File: config.mk
export PLATFORM = sky130hd
export DESIGN_NAME = axi_to_avst_gasket_flat
export DESIGN_NICKNAME = d
export VERILOG_FILES = /design/src/rtl/axi_to_avst_gasket_if.sv /design/src/rtl/axi_to_avst_gasket.sv /design/src/flat_wrapper.sv
export SDC_FILE = /design/constraint.sdc
export NUM_CORES = 1
export LEC_CHECK = 0
export ABC_AREA = 1
export CAP_MARGIN = 20
export CORE_ASPECT_RATIO = 0.5
export CORE_MARGIN = 10
export CORE_UTILIZATION = 31
export CTS_BUF_LIST = sky130_fd_sc_hd__clkbuf_4 sky130_fd_sc_hd__clkbuf_8
export DETAILED_ROUTE_END_ITERATION = 6
export RECOVER_POWER = 50
export SYNTH_ARGS = -nofsm -noshare
export SYNTH_HDL_FRONTEND = slang
export SYNTH_SLANG_ARGS = --single-unit
File: constraint.sdc
create_clock -name clk -period 3.11 [get_ports clk]
set_input_delay 0.622 -clock clk [delete_from_list [all_inputs] [get_ports clk]]
set_output_delay 0.622 -clock clk [all_outputs]
set_load 0.005 [all_outputs]
File: src/rtl/axi_to_avst_gasket_if.sv
// Stream bundle for axi_to_avst_gasket: AXI4-Stream video ingress and Avalon-ST egress.
// The slave modport is the gasket's view; the master modport is the surrounding environment's view.
interface axi_to_avst_gasket_if;
    logic        axi_rx_tvalid;
    logic        axi_rx_tready;
    logic [63:0] axi_rx_tdata;
    logic        axi_rx_tlast;
    logic [7:0]  axi_rx_tuser;
    logic        avst_source_ready;
    logic        avst_source_valid;
    logic [95:0] avst_source_data;
    logic        avst_source_sop;
    logic        avst_source_eop;
    logic [3:0]  avst_source_empty;

    modport slave (
        input  axi_rx_tvalid, axi_rx_tdata, axi_rx_tlast, axi_rx_tuser, avst_source_ready,
        output axi_rx_tready, avst_source_valid, avst_source_data, avst_source_sop,
               avst_source_eop, avst_source_empty
    );

    modport master (
        output axi_rx_tvalid, axi_rx_tdata, axi_rx_tlast, axi_rx_tuser, avst_source_ready,
        input  axi_rx_tready, avst_source_valid, avst_source_data, avst_source_sop,
               avst_source_eop, avst_source_empty
    );
endinterface

File: src/rtl/axi_to_avst_gasket.sv
// AXI4-Stream (2 px/beat, 10-bit RGB) to 96-bit Avalon-ST gasket with a 2-entry skid buffer.
// Define AXI_TO_AVST_LINE_CHECK_EN to build the line-length counter and sticky err_line_length.
module axi_to_avst_gasket #(
    parameter int BEATS_PER_LINE = 960
) (
    input  logic                   clk,
    input  logic                   resetn,
    axi_to_avst_gasket_if.slave    bus,
    input  logic                   err_clear,
    output logic                   err_line_length
);

    typedef enum logic [0:0] {WAIT_SOF = 1'b0, IN_FRAME = 1'b1} state_t;

    // Spread each 10-bit component onto its own 16-bit slot of the 96-bit word.
    function automatic logic [95:0] pack_pixels(input logic [63:0] d);
        logic [95:0] p;
        p        = 96'd0;
        p[9:0]   = d[9:0];
        p[25:16] = d[19:10];
        p[41:32] = d[29:20];
        p[57:48] = d[41:32];
        p[73:64] = d[51:42];
        p[89:80] = d[61:52];
        return p;
    endfunction

    state_t      state_r;
    logic        tready_r;
    logic        out_valid_r;
    logic [95:0] out_data_r;
    logic        out_sop_r;
    logic        out_eop_r;
    logic        skid_valid_r;
    logic [95:0] skid_data_r;
    logic        skid_sop_r;
    logic        skid_eop_r;

    logic accept_s;
    logic fwd_s;
    logic consume_s;
    logic load_from_in_s;
    logic load_from_skid_s;
    logic load_skid_s;
    logic out_valid_nxt_s;
    logic skid_valid_nxt_s;
    logic unused_s;

    assign accept_s  = bus.axi_rx_tvalid & tready_r;
    assign fwd_s     = accept_s & ((state_r == IN_FRAME) | bus.axi_rx_tuser[0]);
    assign consume_s = out_valid_r & bus.avst_source_ready;
    assign unused_s  = ^{bus.axi_rx_tuser[7:1], bus.axi_rx_tdata[63:62], bus.axi_rx_tdata[31:30]};

    // Skid steering: a held skid beat always refills the output register before new input.
    always_comb begin
        load_from_in_s   = 1'b0;
        load_from_skid_s = 1'b0;
        load_skid_s      = 1'b0;
        out_valid_nxt_s  = out_valid_r;
        skid_valid_nxt_s = skid_valid_r;
        if (skid_valid_r) begin
            if (consume_s | !out_valid_r) begin
                load_from_skid_s = 1'b1;
                out_valid_nxt_s  = 1'b1;
                skid_valid_nxt_s = 1'b0;
            end else begin
                out_valid_nxt_s  = out_valid_r;
            end
        end else if (fwd_s) begin
            if (consume_s | !out_valid_r) begin
                load_from_in_s   = 1'b1;
                out_valid_nxt_s  = 1'b1;
            end else begin
                load_skid_s      = 1'b1;
                skid_valid_nxt_s = 1'b1;
            end
        end else if (consume_s) begin
            out_valid_nxt_s = 1'b0;
        end else begin
            out_valid_nxt_s = out_valid_r;
        end
    end

    // Output and skid registers; tready tracks the skid occupancy it will have next cycle.
    always_ff @(posedge clk or negedge resetn) begin
        if (!resetn) begin
            tready_r     <= 1'b0;
            out_valid_r  <= 1'b0;
            out_data_r   <= 96'd0;
            out_sop_r    <= 1'b0;
            out_eop_r    <= 1'b0;
            skid_valid_r <= 1'b0;
            skid_data_r  <= 96'd0;
            skid_sop_r   <= 1'b0;
            skid_eop_r   <= 1'b0;
        end else begin
            tready_r     <= !skid_valid_nxt_s;
            out_valid_r  <= out_valid_nxt_s;
            skid_valid_r <= skid_valid_nxt_s;
            if (load_from_in_s) begin
                out_data_r <= pack_pixels(bus.axi_rx_tdata);
                out_sop_r  <= bus.axi_rx_tuser[0];
                out_eop_r  <= bus.axi_rx_tlast;
            end else if (load_from_skid_s) begin
                out_data_r <= skid_data_r;
                out_sop_r  <= skid_sop_r;
                out_eop_r  <= skid_eop_r;
            end
            if (load_skid_s) begin
                skid_data_r <= pack_pixels(bus.axi_rx_tdata);
                skid_sop_r  <= bus.axi_rx_tuser[0];
                skid_eop_r  <= bus.axi_rx_tlast;
            end
        end
    end

    // Frame-sync FSM: once the first start-of-frame is seen, only reset leaves IN_FRAME.
    always_ff @(posedge clk or negedge resetn) begin
        if (!resetn) begin
            state_r <= WAIT_SOF;
        end else begin
            case (state_r)
                WAIT_SOF: if (fwd_s) state_r <= IN_FRAME;
                IN_FRAME: state_r <= IN_FRAME;
                default:  state_r <= WAIT_SOF;
            endcase
        end
    end

    assign bus.axi_rx_tready     = tready_r;
    assign bus.avst_source_valid = out_valid_r;
    assign bus.avst_source_data  = out_data_r;
    assign bus.avst_source_sop   = out_sop_r;
    assign bus.avst_source_eop   = out_eop_r;
    assign bus.avst_source_empty = 4'd0;

`ifdef AXI_TO_AVST_LINE_CHECK_EN
    localparam logic [16:0] BPL_C = 17'(BEATS_PER_LINE);

    logic [15:0] line_cnt_r;
    logic [15:0] line_cnt_nxt_s;
    logic [15:0] cnt_base_s;
    logic [16:0] cnt_plus_s;
    logic        line_err_s;
    logic        err_r;

    // A start-of-frame beat restarts the count at itself; a full line without tlast wraps.
    always_comb begin
        cnt_base_s     = bus.axi_rx_tuser[0] ? 16'd0 : line_cnt_r;
        cnt_plus_s     = {1'b0, cnt_base_s} + 17'd1;
        line_err_s     = 1'b0;
        line_cnt_nxt_s = line_cnt_r;
        if (fwd_s) begin
            if (bus.axi_rx_tlast) begin
                line_err_s     = (cnt_plus_s != BPL_C);
                line_cnt_nxt_s = 16'd0;
            end else if (cnt_plus_s == BPL_C) begin
                line_err_s     = 1'b1;
                line_cnt_nxt_s = 16'd0;
            end else begin
                line_cnt_nxt_s = cnt_plus_s[15:0];
            end
        end else begin
            line_cnt_nxt_s = line_cnt_r;
        end
    end

    // Line counter and sticky error; a new error beats a coincident clear.
    always_ff @(posedge clk or negedge resetn) begin
        if (!resetn) begin
            line_cnt_r <= 16'd0;
            err_r      <= 1'b0;
        end else begin
            line_cnt_r <= line_cnt_nxt_s;
            if (line_err_s) begin
                err_r <= 1'b1;
            end else if (err_clear) begin
                err_r <= 1'b0;
            end
        end
    end

    assign err_line_length = err_r;
`else
    logic unused_cfg_s;
    assign unused_cfg_s    = err_clear;
    assign err_line_length = 1'b0;
`endif

endmodule

File: src/flat_wrapper.sv
// flat-port wrapper written by rule: the top's interface ports become plain ports
module axi_to_avst_gasket_flat 
#(
    parameter int BEATS_PER_LINE = 960
)
  (clk, resetn, err_clear, err_line_length, bus_axi_rx_tvalid, bus_axi_rx_tdata, bus_axi_rx_tlast, bus_axi_rx_tuser, bus_avst_source_ready, bus_axi_rx_tready, bus_avst_source_valid, bus_avst_source_data, bus_avst_source_sop, bus_avst_source_eop, bus_avst_source_empty);
  axi_to_avst_gasket_if bus_i ();
  input  logic clk;
  input  logic resetn;
  input  logic err_clear;
  output logic err_line_length;
  input wire logic [$bits(bus_i.axi_rx_tvalid)-1:0] bus_axi_rx_tvalid;
  input wire logic [$bits(bus_i.axi_rx_tdata)-1:0] bus_axi_rx_tdata;
  input wire logic [$bits(bus_i.axi_rx_tlast)-1:0] bus_axi_rx_tlast;
  input wire logic [$bits(bus_i.axi_rx_tuser)-1:0] bus_axi_rx_tuser;
  input wire logic [$bits(bus_i.avst_source_ready)-1:0] bus_avst_source_ready;
  output wire logic [$bits(bus_i.axi_rx_tready)-1:0] bus_axi_rx_tready;
  output wire logic [$bits(bus_i.avst_source_valid)-1:0] bus_avst_source_valid;
  output wire logic [$bits(bus_i.avst_source_data)-1:0] bus_avst_source_data;
  output wire logic [$bits(bus_i.avst_source_sop)-1:0] bus_avst_source_sop;
  output wire logic [$bits(bus_i.avst_source_eop)-1:0] bus_avst_source_eop;
  output wire logic [$bits(bus_i.avst_source_empty)-1:0] bus_avst_source_empty;
  assign bus_i.axi_rx_tvalid = bus_axi_rx_tvalid;
  assign bus_i.axi_rx_tdata = bus_axi_rx_tdata;
  assign bus_i.axi_rx_tlast = bus_axi_rx_tlast;
  assign bus_i.axi_rx_tuser = bus_axi_rx_tuser;
  assign bus_i.avst_source_ready = bus_avst_source_ready;
  assign bus_axi_rx_tready = bus_i.axi_rx_tready;
  assign bus_avst_source_valid = bus_i.avst_source_valid;
  assign bus_avst_source_data = bus_i.avst_source_data;
  assign bus_avst_source_sop = bus_i.avst_source_sop;
  assign bus_avst_source_eop = bus_i.avst_source_eop;
  assign bus_avst_source_empty = bus_i.avst_source_empty;
  axi_to_avst_gasket #(.BEATS_PER_LINE(BEATS_PER_LINE)) u_core (.clk(clk), .resetn(resetn), .bus(bus_i), .err_clear(err_clear), .err_line_length(err_line_length));
endmodule
==> results of run 1 <==
==> worst register-to-register path: cells and delay by family (launching register included) <==
family | cells | cell delay [ps]
simple gates | 4 | 930
buf+inv | 1 | 540
compound gates | 1 | 80
flops | 1 | 380
==> cell type report <==
type / instances / area (um2)
clock buffers: 20 / 269
repair buffers: 141 / 1420
multi-input cells: 488 / 2110
inverters: 129 / 484
flip-flops and latches: 128 / 3200
fillers: 2004 / 11700
well taps: 266 / 333
clock inverters: 10 / 136
==> synthesized netlist by cell type, drive strengths merged <==
library cell / n / share of area, %
nand2: 254 / 15
inv: 129 / 7.7
dfrtp: 128 / 51
o21ai: 125 / 10
buf: 79 / 9.3
nand3: 63 / 5.1
clkbuf: 6 / 0.36
nor2: 3 / 0.26
a21oi: 1 / 0.26
conb: 1 / 0.060
or2: 1 / 0.10
==> logic make-up (layout without fill, tap and decap cells) <==
| logic type | Yosys count | in the layout | share of synthesized area (%) |
|---|---|---|---|
| AOI/OAI and AO/OA | 126 | 126 | 10.4 |
| buffers and inverters | 214 | 300 | 17.4 |
| other | 1 | 41 | 0.0600 |
| DFF | 128 | 128 | 51.2 |
| and+or+nand+nor | 321 | 321 | 20.9 |
==> final timing paths <==
path / slack (ps) / cells past startpoint / end / from
worst max register to register: 1010 / 6 / u_core.skid_data_r[23] / u_core.bus.axi_rx_tready
worst max-delay path: 680 / 7 / u_core.skid_data_r[23] / bus_axi_rx_tvalid
worst min register to register: 480 / 2 / u_core.bus.avst_source_data[2] / u_core.bus.avst_source_data[2]
max in group asynchronous: 2110 / 2 / u_core.bus.avst_source_data[0] / resetn
min in group clk: 480 / 2 / u_core.bus.avst_source_data[2] / u_core.bus.avst_source_data[2]
worst min-delay path: 120 / 1 / u_core.bus.avst_source_data[64] / resetn
==> power groups by stage <==
| stage | sequential (mW) | clock [mW] | combinational [mW] |
|---|---|---|---|
| after floorplan | 2.50 | 0 | 0.898 |
| after global placement | 2.50 | 0 | 1.75 |
| after detailed placement | 2.52 | 0 | 1.78 |
| after CTS | 2.49 | 1.56 | 1.79 |
| after global routing | 2.55 | 1.64 | 1.98 |
| final | 2.49 | 1.51 | 1.73 |
==> sequential cells by signal, summed over array words and instances (netlist names) <==
signal,cells
u_core.skid_data_r,60
u_core.bus.axi_rx_tready,1
u_core.bus.avst_source_data,60
u_core.bus.avst_source_eop,1
u_core.skid_valid_r,1
u_core.bus.avst_source_valid,1
u_core.bus.avst_source_sop,1
u_core.state_r,1
u_core.skid_eop_r,1
u_core.skid_sop_r,1
==> stage by stage <==
step	utilization, %	area (um2)	total power [mW]	setup WS, ps	cells
2_1_floorplan	-	6400	3.40	1620	830
3_3_place_gp	38.6	7580	4.26	675	1152
3_5_place_dp	38.6	7580	4.30	666	1152
4_1_cts	40.7	7990	5.85	997	1182
5_1_grt	40.5	7960	6.17	520	1182
6_report	40.5	7960	5.73	675	1182
==> per-layer routing <==
layer  vias to the layer above  wire length, um  track usage (%)
met2                       100             8400             22.4
met3                        15              794             3.46
li1                       2561                -                -
met1                      2423             7390             14.7
met4                         0              219             4.55
met5                         -                0                0
==> cell usage in the layout (no fill, tap or decap) <==
master           synthesis  layout
inv_1                  127     127
inv_6                    0       1
nand3_1                 62      62
nand2_2                  1       3
buf_2                   24       1
clkbuf_8                 0      19
or2_2                    1       1
buf_12                   0       3
dlygate4sd3_1            0       1
clkdlybuf4s50_1          0     127
nand3_4                  0       1
nand2_1                252     250
buf_6                   13       1
nor2_2                   2       1
clkinvlp_4               0       3
inv_2                    2       2
clkbuf_4                 0       1
a21oi_4                  1       1
nor2_1                   1       2
buf_4                   42       8
dfrtp_1                128     128
clkinv_2                 0       3
o21ai_1                119      97
nand2_4                  1       1
conb_1                   1      41
bufinv_16                0       3
o21ai_0                  4      28
==> results.toml, run 1 <==
[sta]
grt_setup_unrepaired = "false"
hold_viol_final = 0
max_freq_mhz = 411
worst_slew_margin_rel_pct = 19.5
drv_slew = 0
tightest_slew_ps = 1210
whs_ps = 123
finClkSkew_ps = 12.0
fin_setup_tns_ps = 0
layout_min_cycle_time_ps = 2430
setup_violations = 0
fin_crit_sh_pct = 78.3

[clocking]
clk_pin_slew_ps = 80
holdBufCountCts = 0
clk_latency_ps = 440
cts_tree = "yes"
clockRootBuffer = "clkbuf_8"
cts_buffers = 17
post_cts_resized = 0
post-cts-setup-buffer-count = 0
cts.sinks = 128
cts_buffer_depth = 2
ctsHtreeMaxLevel = 4

[yosys]
yosysSeqAreaShare_pct = 51.2
yosys_warnings = 0
syn-cell-area_um2 = 6250
syn_inst = 790
post_synth.cell_area_avg_um2 = 7.91
synth_cell_types = 20
ys_ff_latch = 128

[route]
routed-via-count = 5099
wl_per_cell_um = 14.2
wl_um = 16800
drt-pass1-iter-count = 5
viasPerCell = 4.31
drc = 0
postRouteAntennaNets = 0
drtIter0Drc = 391

[pwr]
p_int_mw = 3.92
clkPwrFrac_pct = 26.4
power_density_nw_per_um2 = 720
leakage_nw = 4.01
power.share.combinational_pct = 30.2
seq_power_share_pct = 43.5
swShare_pct = 31.6
peakVddDrop_uv = 282
p_sw_mw = 1.81

[run]
maxCapViolations = 0

[worst_setup_path]
critical_path.top_delay_family = "buffers and inverters"
endpoint_kind = "flip-flop"
slowest_delay_ps = 550
crit_buf_inv = 2
start_kind = "input port"
cp_cell_sequence = "dlygate4sd3_1 > nand2_1 > nor2_1 > nand3_4 > buf_2 > nand2_1 > o21ai_1"
cp.arrival_ps = 2730
crit_type = "in -> reg"
crit_slowest_cell = "dlygate4sd3_1"
cp_data_required_time_ps = 3400
cp_max_fo = 68
path_common_cell = "nand2_1"

[global_route]
grt_pass1_vias = 5225
grt_use_total_pct = 12.7
grt-ovfl-total = 0
grt_antenna_before_repair = 0
grt_pass1_wl_um = 27800
grt_max_degree = 69

[final_layout]
syn2layout_area_growth_pct = 27.3
diodes = 0
layout-drive-gt1-share_pct = 5.79
nets = 983

[placement]
port_buffers = 129
place_congestion = 0.731
dp_hpwl_um = 11100

[floorplanning]
rows = 36
die-height_um = 120
coreArea_um2 = 19600
io_pins = 183
die_w_um = 221
start_util_pct = 31.8
die-area_um2 = 26600

[outcome]
status = "finished, final reports clean"

[hold_path]
hold_class = "in -> async"
(Power assumes the default switching activity.)
==> inputs of run 2 (changes only) <==
==> constraint.sdc (replaced) <==
create_clock -name clk -period 2.35 [get_ports clk]
set_input_delay 0.47 -clock clk [delete_from_list [all_inputs] [get_ports clk]]
set_output_delay 0.47 -clock clk [all_outputs]
set_load 0.005 [all_outputs]
==> run 2 against run 1 <==
Critical path depth did not move. Worst hold slack improved by 360 ps. Total power rose by 36%. Sequential cell count did not move. Final area rose by 0.96%. Final cell count rose by 0.59%. Clock power rose by 44%. Count of clock-buffer cells in the layout fell by 2. Routed wire length rose by 0.91%. Sequential power rose by 33%. Non-clock buffer count rose by 5. Global-route usage fell by 0.056 points. Critical path type unchanged.
==> results.toml, run 2 (synthesis gave the netlist of run 1 again) <==
[placement]
dp_hpwl_um = 11500
port_buffers = 129
placed_cell_area_um2 = 7610
place_congestion = 0.733

[final_layout]
diodes = 0
layout-drive-gt1-share_pct = 6.50
final_cell_mix = "250 x nand2_1, 128 x dfrtp_1, 127 x inv_1, 127 x clkdlybuf4s50_1, 96 x o21ai_1"
final_area_um2 = 8030
final_common_cell = "nand2_1"
nets = 988
syn2layout_area_growth_pct = 28.5

[route]
wl_per_cell_um = 14.3
drtIter0Drc = 285
routed-via-count = 5222
viasPerCell = 4.39
drc = 0
postRouteAntennaNets = 0
wl_um = 17000
drt-pass1-iter-count = 5

[run]
maxCapViolations = 0

[global_route]
top_usage_layer = "met2"
grt_antenna_before_repair = 0
met3_usage_pct = 3.44
use_met2_pct = 23.0
grt_max_degree = 63
grt_pass1_wl_um = 28000
grt_pass1_vias = 5329
met1_usage_pct = 14.6
grt-ovfl-total = 0
grt_use_total_pct = 12.7

[worst_setup_path]
crit_type = "in -> reg"
cp_data_required_time_ps = 2640
cp_max_fo = 58
worstRegToRegCells = 6
reg2reg_setup_slack_ps = 700
start_kind = "input port"
cp.arrival_ps = 2170
endpoint_kind = "flip-flop"

[clocking]
clk_pin_slew_ps = 80
cts_buffers = 17
ctsHtreeMaxLevel = 4
post-cts-setup-buffer-count = 0
cts_tree = "yes"
cts.sinks = 128
clk_latency_ps = 430
post_cts_resized = 0
clockRootBuffer = "clkbuf_8"
cts_buffer_depth = 2

[hold_path]
holdPathStages = 2
hold_class = "reg -> reg"

[sta]
grt_setup_unrepaired = "false"
fin_crit_sh_pct = 80.2
finClkSkew_ps = 16.1
max_freq_mhz = 530
whs_ps = 480
tightest_slew_ps = 1170
hold_viol_final = 0
layout_min_cycle_time_ps = 1890
setup_violations = 0
drv_slew = 0
fin_setup_tns_ps = 0
worst_slew_margin_rel_pct = 21.7

[pwr]
power_density_nw_per_um2 = 967
power_mw = 7.77
leakage_nw = 4.05
peakVddDrop_uv = 363

[floorplanning]
die-height_um = 120
io_pins = 183
die-area_um2 = 26600
die_w_um = 221
coreArea_um2 = 19600
start_util_pct = 31.8
rows = 36

[outcome]
status = "finished, final reports clean"
run 2: timing repair:
action	CTS	global route
hold endpoints to repair	39	0
setup endpoints to repair	0	0
hold buffers	1	0
run 2: worst paths after layout:
check | start | endpoint
setup / recovery | bus_axi_rx_tvalid | u_core.skid_data_r[64]
hold / removal | u_core.bus.avst_source_data[32] | u_core.bus.avst_source_data[32]
setup reg to reg | u_core.bus.axi_rx_tready | u_core.skid_data_r[64]
hold reg to reg | u_core.bus.avst_source_data[32] | u_core.bus.avst_source_data[32]
max in group asynchronous | resetn | u_core.bus.avst_source_data[83]
min in group asynchronous | resetn | u_core.bus.avst_source_data[69]
run 2: area by class of cell:
cell class,instances,area (um2)
multi-input cells,488,2110
flip-flops and latches,128,3200
clock buffers,18,248
inverters,129,484
clock inverters,14,206
fillers,1973,11600
repair buffers,146,1450
well taps,266,333
run 2: routing by layer:
metal,part of all wire (%),vias up
met1,43,2532
li1,-,2576
met5,0,-
met3,4.0,7
met2,52,107
met4,0.63,0
run 2: metrics by stage:
stage / std cells / utilization, % / worst slack (ps)
floorplan: 830 / - / 1010
global placement: 1156 / 38.7 / 138
detailed placement: 1156 / 38.7 / 104
CTS: 1189 / 41.1 / 415
global route: 1189 / 40.9 / 352
finish: 1189 / 40.9 / 465
run 2: worst max-delay path, stage by stage:
cell           delay (ps)
dlygate4sd3_1         570
nand2_1               120
nor2_4                210
nand3_1               150
clkbuf_4              390
nand2_1               140
o21ai_0                90
run 2: power by group:
part / internal [mW] / total, mW / switching, mW / leakage (nW)
Sequential: 2.91 / 3.31 / 0.391 / 1.55
Clock: 1.21 / 2.17 / 0.968 / 0.218
Combinational: 1.18 / 2.29 / 1.11 / 2.28
Total: 5.30 / 7.77 / 2.47 / 4.05
